[src/rtl/ksz_bus_ctrl_if.sv]
// rtl/ksz_bus_ctrl_if.sv - command and chip-pin signal bundle for the KSZ8851 host-bus controller
`timescale 1ns/1ps
interface ksz_bus_ctrl_if;
    logic [7:0]  offset;
    logic        length;
    logic        WR;
    logic [15:0] writeData;
    logic        NewCommand;
    logic [3:0]  state;
    logic [15:0] readData;
    logic        readValid;
    logic        eth_csn;
    logic        eth_rdn;
    logic        eth_wrn;
    logic        eth_cmd;
    logic [15:0] sd_out;
    logic        sd_oe;
    logic [15:0] sd_in;

    modport slave (
        input  offset, length, WR, writeData, NewCommand, sd_in,
        output state, readData, readValid, eth_csn, eth_rdn, eth_wrn, eth_cmd, sd_out, sd_oe
    );

    modport master (
        output offset, length, WR, writeData, NewCommand, sd_in,
        input  state, readData, readValid, eth_csn, eth_rdn, eth_wrn, eth_cmd, sd_out, sd_oe
    );
endinterface

[src/rtl/ksz_bus_ctrl.sv]
// rtl/ksz_bus_ctrl.sv - KSZ8851 16-bit parallel host-bus responder (address + data cycles)
`timescale 1ns/1ps
module ksz_bus_ctrl #(
    parameter int          STROBE_CYCLES = 1,
    parameter logic [15:0] IDLE_SD       = 16'h0000
) (
    input  logic            clk40m,
    input  logic            reset,
    ksz_bus_ctrl_if.slave   bus
);
    localparam logic [3:0] S_ADDR0  = 4'd0;
    localparam logic [3:0] S_ADDR1  = 4'd1;
    localparam logic [3:0] S_ADDR2  = 4'd2;
    localparam logic [3:0] S_READ0  = 4'd3;
    localparam logic [3:0] S_READ1  = 4'd4;
    localparam logic [3:0] S_READ2  = 4'd5;
    localparam logic [3:0] S_WRITE0 = 4'd6;
    localparam logic [3:0] S_WRITE1 = 4'd7;
    localparam logic [3:0] S_WRITE2 = 4'd8;
    localparam logic [3:0] S_WAIT   = 4'd9;

    localparam logic [1:0] STROBE_LAST = 2'(STROBE_CYCLES - 1);

    logic [3:0]  state_q, state_d;
    logic [1:0]  strobe_cnt_q, strobe_cnt_d;
    logic [7:0]  offset_q, offset_d;
    logic        length_q, length_d;
    logic        wr_q, wr_d;
    logic [15:0] wdata_q, wdata_d;
    logic [15:0] rdata_q, rdata_d;

    logic        csn, rdn, wrn, cmd, oe, rvalid;
    logic [15:0] sd;

    function automatic logic [15:0] cmd_word(input logic [7:0] off, input logic len);
        logic [3:0] be;
        if (len)
            be = off[1] ? 4'b1100 : 4'b0011;
        else
            be = 4'b0001 << off[1:0];
        return {4'b0000, be, off[7:2], 2'b00};
    endfunction

    always_ff @(posedge clk40m) begin
        if (reset) begin
            state_q      <= S_WAIT;
            strobe_cnt_q <= 2'd0;
            offset_q     <= 8'd0;
            length_q     <= 1'b0;
            wr_q         <= 1'b0;
            wdata_q      <= 16'd0;
            rdata_q      <= 16'd0;
        end else begin
            state_q      <= state_d;
            strobe_cnt_q <= strobe_cnt_d;
            offset_q     <= offset_d;
            length_q     <= length_d;
            wr_q         <= wr_d;
            wdata_q      <= wdata_d;
            rdata_q      <= rdata_d;
        end
    end

    // Command parameters are taken on the edge leaving Addr0, write data on the edge leaving Addr2,
    // so sequencers may still update them while those states are active.
    always_comb begin
        state_d      = state_q;
        strobe_cnt_d = 2'd0;
        offset_d     = offset_q;
        length_d     = length_q;
        wr_d         = wr_q;
        wdata_d      = wdata_q;
        rdata_d      = rdata_q;
        case (state_q)
            S_WAIT:   if (bus.NewCommand) state_d = S_ADDR0;
            S_ADDR0: begin
                state_d  = S_ADDR1;
                offset_d = bus.offset;
                length_d = bus.length;
                wr_d     = bus.WR;
            end
            S_ADDR1:  state_d = S_ADDR2;
            S_ADDR2: begin
                state_d = wr_q ? S_WRITE0 : S_READ0;
                wdata_d = bus.writeData;
            end
            S_READ0, S_WRITE0: begin
                if (strobe_cnt_q == STROBE_LAST)
                    state_d = (state_q == S_READ0) ? S_READ1 : S_WRITE1;
                else
                    strobe_cnt_d = strobe_cnt_q + 2'd1;
            end
            S_READ1: begin
                state_d = S_READ2;
                rdata_d = bus.sd_in;
            end
            S_WRITE1: state_d = S_WRITE2;
            S_READ2, S_WRITE2: state_d = bus.NewCommand ? S_ADDR0 : S_WAIT;
            default:  state_d = S_WAIT;
        endcase
    end

    always_comb begin
        csn    = 1'b1;
        rdn    = 1'b1;
        wrn    = 1'b1;
        cmd    = 1'b0;
        oe     = 1'b0;
        rvalid = 1'b0;
        sd     = IDLE_SD;
        case (state_q)
            S_ADDR0: begin
                csn = 1'b0;
                cmd = 1'b1;
                oe  = 1'b1;
                sd  = cmd_word(bus.offset, bus.length);
            end
            S_ADDR1: begin
                csn = 1'b0;
                cmd = 1'b1;
                oe  = 1'b1;
                wrn = 1'b0;
                sd  = cmd_word(offset_q, length_q);
            end
            S_ADDR2: begin
                csn = 1'b0;
                cmd = 1'b1;
                oe  = 1'b1;
                sd  = cmd_word(offset_q, length_q);
            end
            S_READ0, S_READ1: begin
                csn = 1'b0;
                rdn = 1'b0;
            end
            S_READ2:  rvalid = 1'b1;
            S_WRITE0, S_WRITE1: begin
                csn = 1'b0;
                wrn = 1'b0;
                oe  = 1'b1;
                sd  = wdata_q;
            end
            S_WRITE2: begin
                oe = 1'b1;
                sd = wdata_q;
            end
            default: ;
        endcase
    end

    assign bus.state     = state_q;
    assign bus.readData  = rdata_q;
    assign bus.readValid = rvalid;
    assign bus.eth_csn   = csn;
    assign bus.eth_rdn   = rdn;
    assign bus.eth_wrn   = wrn;
    assign bus.eth_cmd   = cmd;
    assign bus.sd_out    = sd;
    assign bus.sd_oe     = oe;
endmodule

[src/flat_wrapper.sv]
// flat-port wrapper written by rule: the top's interface ports become plain ports
module ksz_bus_ctrl_flat 
#(
    parameter int          STROBE_CYCLES = 1,
    parameter logic [15:0] IDLE_SD       = 16'h0000
)
  (clk40m, reset, bus_offset, bus_length, bus_WR, bus_writeData, bus_NewCommand, bus_sd_in, bus_state, bus_readData, bus_readValid, bus_eth_csn, bus_eth_rdn, bus_eth_wrn, bus_eth_cmd, bus_sd_out, bus_sd_oe);
  ksz_bus_ctrl_if bus_i ();
  input  logic clk40m;
  input  logic reset;
  input wire logic [$bits(bus_i.offset)-1:0] bus_offset;
  input wire logic [$bits(bus_i.length)-1:0] bus_length;
  input wire logic [$bits(bus_i.WR)-1:0] bus_WR;
  input wire logic [$bits(bus_i.writeData)-1:0] bus_writeData;
  input wire logic [$bits(bus_i.NewCommand)-1:0] bus_NewCommand;
  input wire logic [$bits(bus_i.sd_in)-1:0] bus_sd_in;
  output wire logic [$bits(bus_i.state)-1:0] bus_state;
  output wire logic [$bits(bus_i.readData)-1:0] bus_readData;
  output wire logic [$bits(bus_i.readValid)-1:0] bus_readValid;
  output wire logic [$bits(bus_i.eth_csn)-1:0] bus_eth_csn;
  output wire logic [$bits(bus_i.eth_rdn)-1:0] bus_eth_rdn;
  output wire logic [$bits(bus_i.eth_wrn)-1:0] bus_eth_wrn;
  output wire logic [$bits(bus_i.eth_cmd)-1:0] bus_eth_cmd;
  output wire logic [$bits(bus_i.sd_out)-1:0] bus_sd_out;
  output wire logic [$bits(bus_i.sd_oe)-1:0] bus_sd_oe;
  assign bus_i.offset = bus_offset;
  assign bus_i.length = bus_length;
  assign bus_i.WR = bus_WR;
  assign bus_i.writeData = bus_writeData;
  assign bus_i.NewCommand = bus_NewCommand;
  assign bus_i.sd_in = bus_sd_in;
  assign bus_state = bus_i.state;
  assign bus_readData = bus_i.readData;
  assign bus_readValid = bus_i.readValid;
  assign bus_eth_csn = bus_i.eth_csn;
  assign bus_eth_rdn = bus_i.eth_rdn;
  assign bus_eth_wrn = bus_i.eth_wrn;
  assign bus_eth_cmd = bus_i.eth_cmd;
  assign bus_sd_out = bus_i.sd_out;
  assign bus_sd_oe = bus_i.sd_oe;
  ksz_bus_ctrl #(.STROBE_CYCLES(STROBE_CYCLES), .IDLE_SD(IDLE_SD)) u_core (.clk40m(clk40m), .reset(reset), .bus(bus_i));
endmodule
[config.mk]
export PLATFORM = sky130hd
export DESIGN_NAME = ksz_bus_ctrl_flat
export DESIGN_NICKNAME = d
export VERILOG_FILES = /design/src/rtl/ksz_bus_ctrl_if.sv /design/src/rtl/ksz_bus_ctrl.sv /design/src/flat_wrapper.sv
export SDC_FILE = /design/constraint.sdc
export NUM_CORES = 1
export LEC_CHECK = 0
export ABC_AREA = 1
export CAP_MARGIN = 40
export CELL_PAD_IN_SITES_DETAIL_PLACEMENT = 0
export CELL_PAD_IN_SITES_GLOBAL_PLACEMENT = 1
export CORE_ASPECT_RATIO = 0.5
export CORE_MARGIN = 2
export CORE_UTILIZATION = 29
export DETAILED_ROUTE_END_ITERATION = 7
export PLACE_DENSITY_LB_ADDON = 0.2
export SYNTH_ARGS = -nofsm -noshare
export SYNTH_HDL_FRONTEND = slang
export SYNTH_SLANG_ARGS = --single-unit
[constraint.sdc]
create_clock -name clk40m -period 2.1 [get_ports clk40m]
set_clock_uncertainty 0.1 [all_clocks]
set_input_delay 0.63 -clock clk40m [delete_from_list [all_inputs] [get_ports clk40m]]
set_output_delay 0.63 -clock clk40m [all_outputs]
set_load 0.01 [all_outputs]
==> results of run 1 <==
## through the flow
step / cell area (um^2) / hold WS (ns) / std cells / util / setup slack [ns]
after floorplan: 2140 / 0.292 / 300 / - / 0.166
after global placement: 3310 / 0.301 / 504 / 0.457 / -0.581
after detailed placement: 3310 / 0.312 / 504 / 0.457 / -0.650
after CTS: 3620 / 0.320 / 517 / 0.500 / -0.215
after global routing: 3730 / 0.346 / 520 / 0.515 / -0.202
final: 3730 / 0.319 / 520 / 0.515 / -0.126
## cells in the final DEF (no fill, tap or decap), drive strengths merged
cell,netlist,final
a31oi,1,1
dlygate4sd2,0,2
clkdlybuf4s50,0,59
buf,9,61
dfxtp,48,48
o2111ai,1,1
a22oi,1,1
ha,1,1
nand3,22,22
a21oi,15,15
nor2,75,76
clkinv,1,2
clkbuf,3,8
bufinv,0,1
or2,1,1
o21ai,46,46
nand4,1,1
nand2,46,46
dlymetal6s2s,0,3
inv,28,28
a211oi,1,1
## final cells by class
| cell class | instances | area, um^2 | share of cell area |
|---|---|---|---|
| multi-input cells | 212 | 1170 | 0.315 |
| inverters | 29 | 124 | 0.0332 |
| well taps | 96 | 120 | 0.0322 |
| clock buffers | 6 | 129 | 0.0346 |
| repair buffers | 127 | 1170 | 0.315 |
| flip-flops and latches | 48 | 973 | 0.261 |
| clock inverters | 2 | 35.0 | 0.00940 |
## cell families after synthesis
| logic type | count (synthesis) |
|---|---|
| flops | 48 |
| buf+inv | 41 |
| simple gates | 145 |
| fa+ha+maj | 1 |
| compound gates | 65 |
## state kept, by name, indices dropped and copies added (netlist names)
signal               cells
u_core.bus.readData     16
u_core.wdata_q          16
u_core.offset_q          8
u_core.bus.state         4
u_core.strobe_cnt_q      2
u_core.length_q          1
u_core.wr_q              1
## routing by layer
layer	GRT usage	vias to the layer above
met1	0.188	1107
met2	0.277	55
met3	0.0495	8
met4	0.0500	0
met5	0	-
li1	-	1217
## critical path: stages, from the launching register on
cell and delay, ns:
dfxtp_4 0.36, buf_6 0.12, nor2_4 0.10, inv_2 0.06, o21ai_4 0.17, buf_6 0.17
nand2_4 0.06, nand3_2 0.07, buf_6 0.10
## power groups by stage
stage / logic (W) / registers [W] / clock network (W)
after floorplan: 0.000540 / 0.00109 / 0
after CTS: 0.00140 / 0.00108 / 0.000915
after global routing: 0.00158 / 0.00109 / 0.000967
after detailed placement: 0.00121 / 0.00108 / 0
final: 0.00145 / 0.00108 / 0.000890
after global placement: 0.00119 / 0.00108 / 0
## timing repair
item                                    4_1_cts  5_1_grt
gates cloned                                  1        1
hold buffers                                  0        0
gates resized for setup                     143       33
buffers inserted                              4        4
endpoints found under the setup margin       26       22
pin swaps                                     6        5
hold endpoints to repair                      0        0
## final timing paths
path                             to              startpoint  depth (start not counted)  slack [ns]
max reg2reg      u_core.wdata_q[13]     u_core.bus.state[1]                          7        0.53
min reg2reg  u_core.strobe_cnt_q[0]  u_core.strobe_cnt_q[0]                          1        0.32
max                  bus_sd_out[11]     u_core.bus.state[3]                          8       -0.13
min          u_core.strobe_cnt_q[0]  u_core.strobe_cnt_q[0]                          1        0.32
==> results.json, run 1 <==
{
  "cts_tree": "done",
  "worst_slack_ns": -0.126,
  "dieHeight_um": 64.8,
  "die_w_um": 126,
  "cts_sinks": 48,
  "postRouteAntennaNets": 0,
  "synth_most_common_cell": "nor2_1",
  "via_per_inst": 4.59,
  "power_w": 0.00342,
  "clk_latency_ns": 0.29,
  "port_buffers": 86,
  "fin_crit_ns": 2.23,
  "relSlewSlack": 0.794,
  "routed.top_layer": "met4",
  "gp_congestion": 0.849,
  "synth_seq_cells": 48,
  "peakVddDrop_mv": 0.329,
  "cap_violations": 0,
  "drc": 0,
  "grt_remaining_overflow": 0,
  "vias": 2387,
  "numCtsBuffers": 5,
  "cp-start-kind": "register",
  "synth_flop_cell": "dfxtp_1",
  "start_util": 0.296,
  "fin_tns_setup_ns": -1.88,
  "cp.arrival_ns": 1.50,
  "yosys_warnings": 0,
  "routedWlPerCell_um": 12.5,
  "synth.area.top_cells": "dfxtp_1 (45%), nor2_1 (12%), o21ai_0 (7.5%)",
  "antenna_found_initial": 0,
  "internal-power_w": 0.00228,
  "routed_wl_um": 6480,
  "yosysTopAreaCell": "dfxtp_1",
  "rows": 22,
  "synthMuxAreaShare": 0,
  "violations": "setup timing",
  "dp_hpwl_um": 4650,
  "critical_path_peak_fanout": 5,
  "synth_top_area_share": 0.449,
  "setup_viol": 17,
  "grt_pass1_vias": 2263,
  "power_leakage_nw": 1.62,
  "synthSimpleGateAreaFrac": 0.294,
  "synth_xor_area_frac": 0,
  "p_sw_frac": 0.334,
  "area_growth_pct": 74.1,
  "clock_path_buffers": 2,
  "fmax_ghz": 0.449,
  "power.share.clock": 0.261,
  "ios": 87,
  "synth_adder_area_share": 0.00584,
  "cts_root_buf": "clkbuf_16",
  "h-tree-depth": 2,
  "firstDrtPassIters": 4,
  "critical_path_class": "reg -> out",
  "diodes": 0,
  "power.switching_w": 0.00114,
  "grt_max_degree": 21,
  "end_kind": "output port",
  "track_usage": 0.159,
  "yosysSeqAreaShare": 0.449,
  "nets": 469,
  "worstPathRequired_ns": 1.37,
  "met3_length_um": 370,
  "status": "finished, violations left",
  "drive_gt1_frac": 0.307,
  "syn_nets": 346,
  "synth_top_family_by_area": "simple AND/OR/NAND/NOR gates",
  "fill_cells": 722,
  "period_share": 1.06,
  "synth_cell_types": 28,
  "synth_common_cells": "nor2_1 (69), dfxtp_1 (48), nand2_1 (41)",
  "maxSlewViolCount": 0,
  "die_area_um2": 8130,
  "synth-edff-count": 0,
  "core_area_um2": 7240,
  "synthArstFlopShare": 0,
  "synth_compound_area_frac": 0.160,
  "synth_area_um2": 2140,
  "power_frac_comb": 0.424,
  "hold_viol_final": 0,
  "drtIter0Drc": 104,
  "clk_pin_slew_ns": 0.06,
  "hold_path.class": "reg -> reg",
  "tightest_slew_ns": 0.305,
  "avgSynthCellArea_um2": 7.14,
  "rsz0062_at_grt": "yes",
  "seqPwrFrac": 0.315,
  "drt-met1-wl_um": 2910,
  "netlist_instances": 300,
  "p_per_area_nw_per_um2": 917,
  "grt_pass1_wl_um": 10200,
  "wl_met2_um": 3110
}
(Power assumes the default switching activity.)
==> inputs of run 2 (changes only) <==
CORE_ASPECT_RATIO = default   (was 0.5)
CORE_MARGIN = 5   (was 2)
==> results.json, run 2 (same netlist as run 1, synthesis figures left out) <==
{
  "power_leakage_nw": 1.63,
  "power_w": 0.00336,
  "rows": 31,
  "period_share": 1.08,
  "worstPathRequired_ns": 1.37,
  "tightest_slew_ns": 0.313,
  "end_kind": "output port",
  "cp-start-kind": "register",
  "placed_area_um2": 3360,
  "dp_hpwl_um": 4870,
  "start_util": 0.297,
  "nets": 477,
  "postRouteAntennaNets": 0,
  "path_cells": "buf_4 -> nor2_4 -> inv_2 -> o21ai_4 -> buf_6 -> nand2_1 -> nand3_2 -> buf_6",
  "finalHoldWorstSlack_ns": 0.321,
  "clk_pin_slew_ns": 0.08,
  "antenna_found_initial": 0,
  "cts_tree": "done",
  "mostFrequentLayoutCells": "nor2_1 (63), clkdlybuf4s50_1 (59), dfxtp_1 (44)",
  "firstDrtPassIters": 4,
  "grt_max_degree": 29,
  "violations": "setup timing",
  "rsz0062_at_grt": "yes",
  "peakVddDrop_mv": 0.297,
  "cts_root_buf": "clkbuf_8",
  "cap_violations": 0,
  "drc": 0,
  "cp_common_cell": "buf_6",
  "relSlewSlack": 0.789,
  "ios": 87,
  "drtIter0Drc": 72,
  "gp_congestion": 0.813,
  "maxSlewViolCount": 0,
  "cp.arrival_ns": 1.53,
  "critical_path_peak_fanout": 5,
  "hold_viol_final": 0,
  "setup_viol": 19,
  "area_growth_pct": 77.0,
  "grt_pass1_wl_um": 10400,
  "fmax_ghz": 0.442,
  "hold_buffers": 0,
  "port_buffers": 86,
  "track_usage": 0.144,
  "vias": 2388,
  "dieHeight_um": 95.9,
  "final_cell_area_um2": 3790,
  "numCtsBuffers": 5,
  "drive_gt1_frac": 0.322,
  "final_common_cell": "nor2_1",
  "clock_path_buffers": 2,
  "diodes": 0,
  "grt_pass1_vias": 2260,
  "routedWlPerCell_um": 12.3,
  "crit_path_top_delay_cell": "dfxtp_2",
  "h-tree-depth": 2,
  "routed_wl_um": 6540,
  "slowest_delay_ns": 0.34,
  "status": "finished, violations left",
  "critical_path_class": "reg -> out",
  "p_per_area_nw_per_um2": 887,
  "grt_remaining_overflow": 0,
  "fin_crit_ns": 2.26,
  "die_w_um": 95.9,
  "die_area_um2": 9200,
  "worst_slack_ns": -0.163,
  "hold_path.class": "reg -> reg",
  "cts_sinks": 48,
  "via_per_inst": 4.50,
  "core_area_um2": 7210,
  "clk_latency_ns": 0.30
}
[run 2: cell count changes in the layout (fill, tap and decap cells not counted), moves of 4 or more]
cell / delta
buf_6: +4
clkbuf_16: -5
clkbuf_8: +6
nand3_1: -4
nor2_2: -4
[run 2: critical path: cells and delay by family, from the launching register on]
| kind | cells | cell delay, ns |
|---|---|---|
| flip-flops | 1 | 0.34 |
| AO/OA/AOI/OAI | 1 | 0.19 |
| buffers and inverters | 4 | 0.46 |
| AND/OR/NAND/NOR | 3 | 0.25 |
[run 2: final timing paths]
| check | start | slack [ns] | cells past startpoint | endpoint |
|---|---|---|---|---|
| hold reg to reg | u_core.strobe_cnt_q[0] | 0.32 | 1 | u_core.strobe_cnt_q[0] |
| setup reg to reg | u_core.bus.state[3] | 0.47 | 8 | u_core.wdata_q[11] |
| hold / removal | u_core.strobe_cnt_q[0] | 0.32 | 1 | u_core.strobe_cnt_q[0] |
| setup / recovery | u_core.bus.state[3] | -0.16 | 8 | bus_sd_out[10] |
[run 2: per-stage QoR]
step            util  setup WS (ns)  TNS [ns]  instances
2_1_floorplan      -          0.166         0        300
3_3_place_gp   0.466         -0.578     -7.98        514
3_5_place_dp   0.466         -0.663     -8.14        514
4_1_cts        0.488         -0.190     -2.86        527
5_1_grt        0.525         -0.238     -4.01        531
6_report       0.525         -0.163     -2.43        531
[run 2: cell type report]
type                       count  area [um^2]
clock buffer                   6         82.6
clock inverter                 2         38.8
fill                         726         3420
inverter                      29          131
multi-input combinational    212         1200
sequential                    48          973
tap                           99          124
timing repair buffer         135         1240
[run 2: timing repair]
item | CTS | global route
pin swaps | 13 | 15
resized for setup | 126 | 60
buffers inserted | 5 | 3
cloned | 1 | 1
setup endpoints to repair | 25 | 23
[run 2: routing by layer]
metal,up-vias,share of wire,GRT usage
met2,70,0.45,0.223
met1,1086,0.44,0.181
met4,0,0.0099,0.0427
met3,5,0.099,0.0633
met5,-,0,0
li1,1227,-,-
[run 2: power by group]
part           leakage, nW  switching (W)  total (W)  internal, W
Combinational         1.18       0.000784    0.00157     0.000785
Clock               0.0614       0.000320   0.000709     0.000390
Sequential           0.390      0.0000771    0.00108      0.00100
Total                 1.63        0.00118    0.00336      0.00218
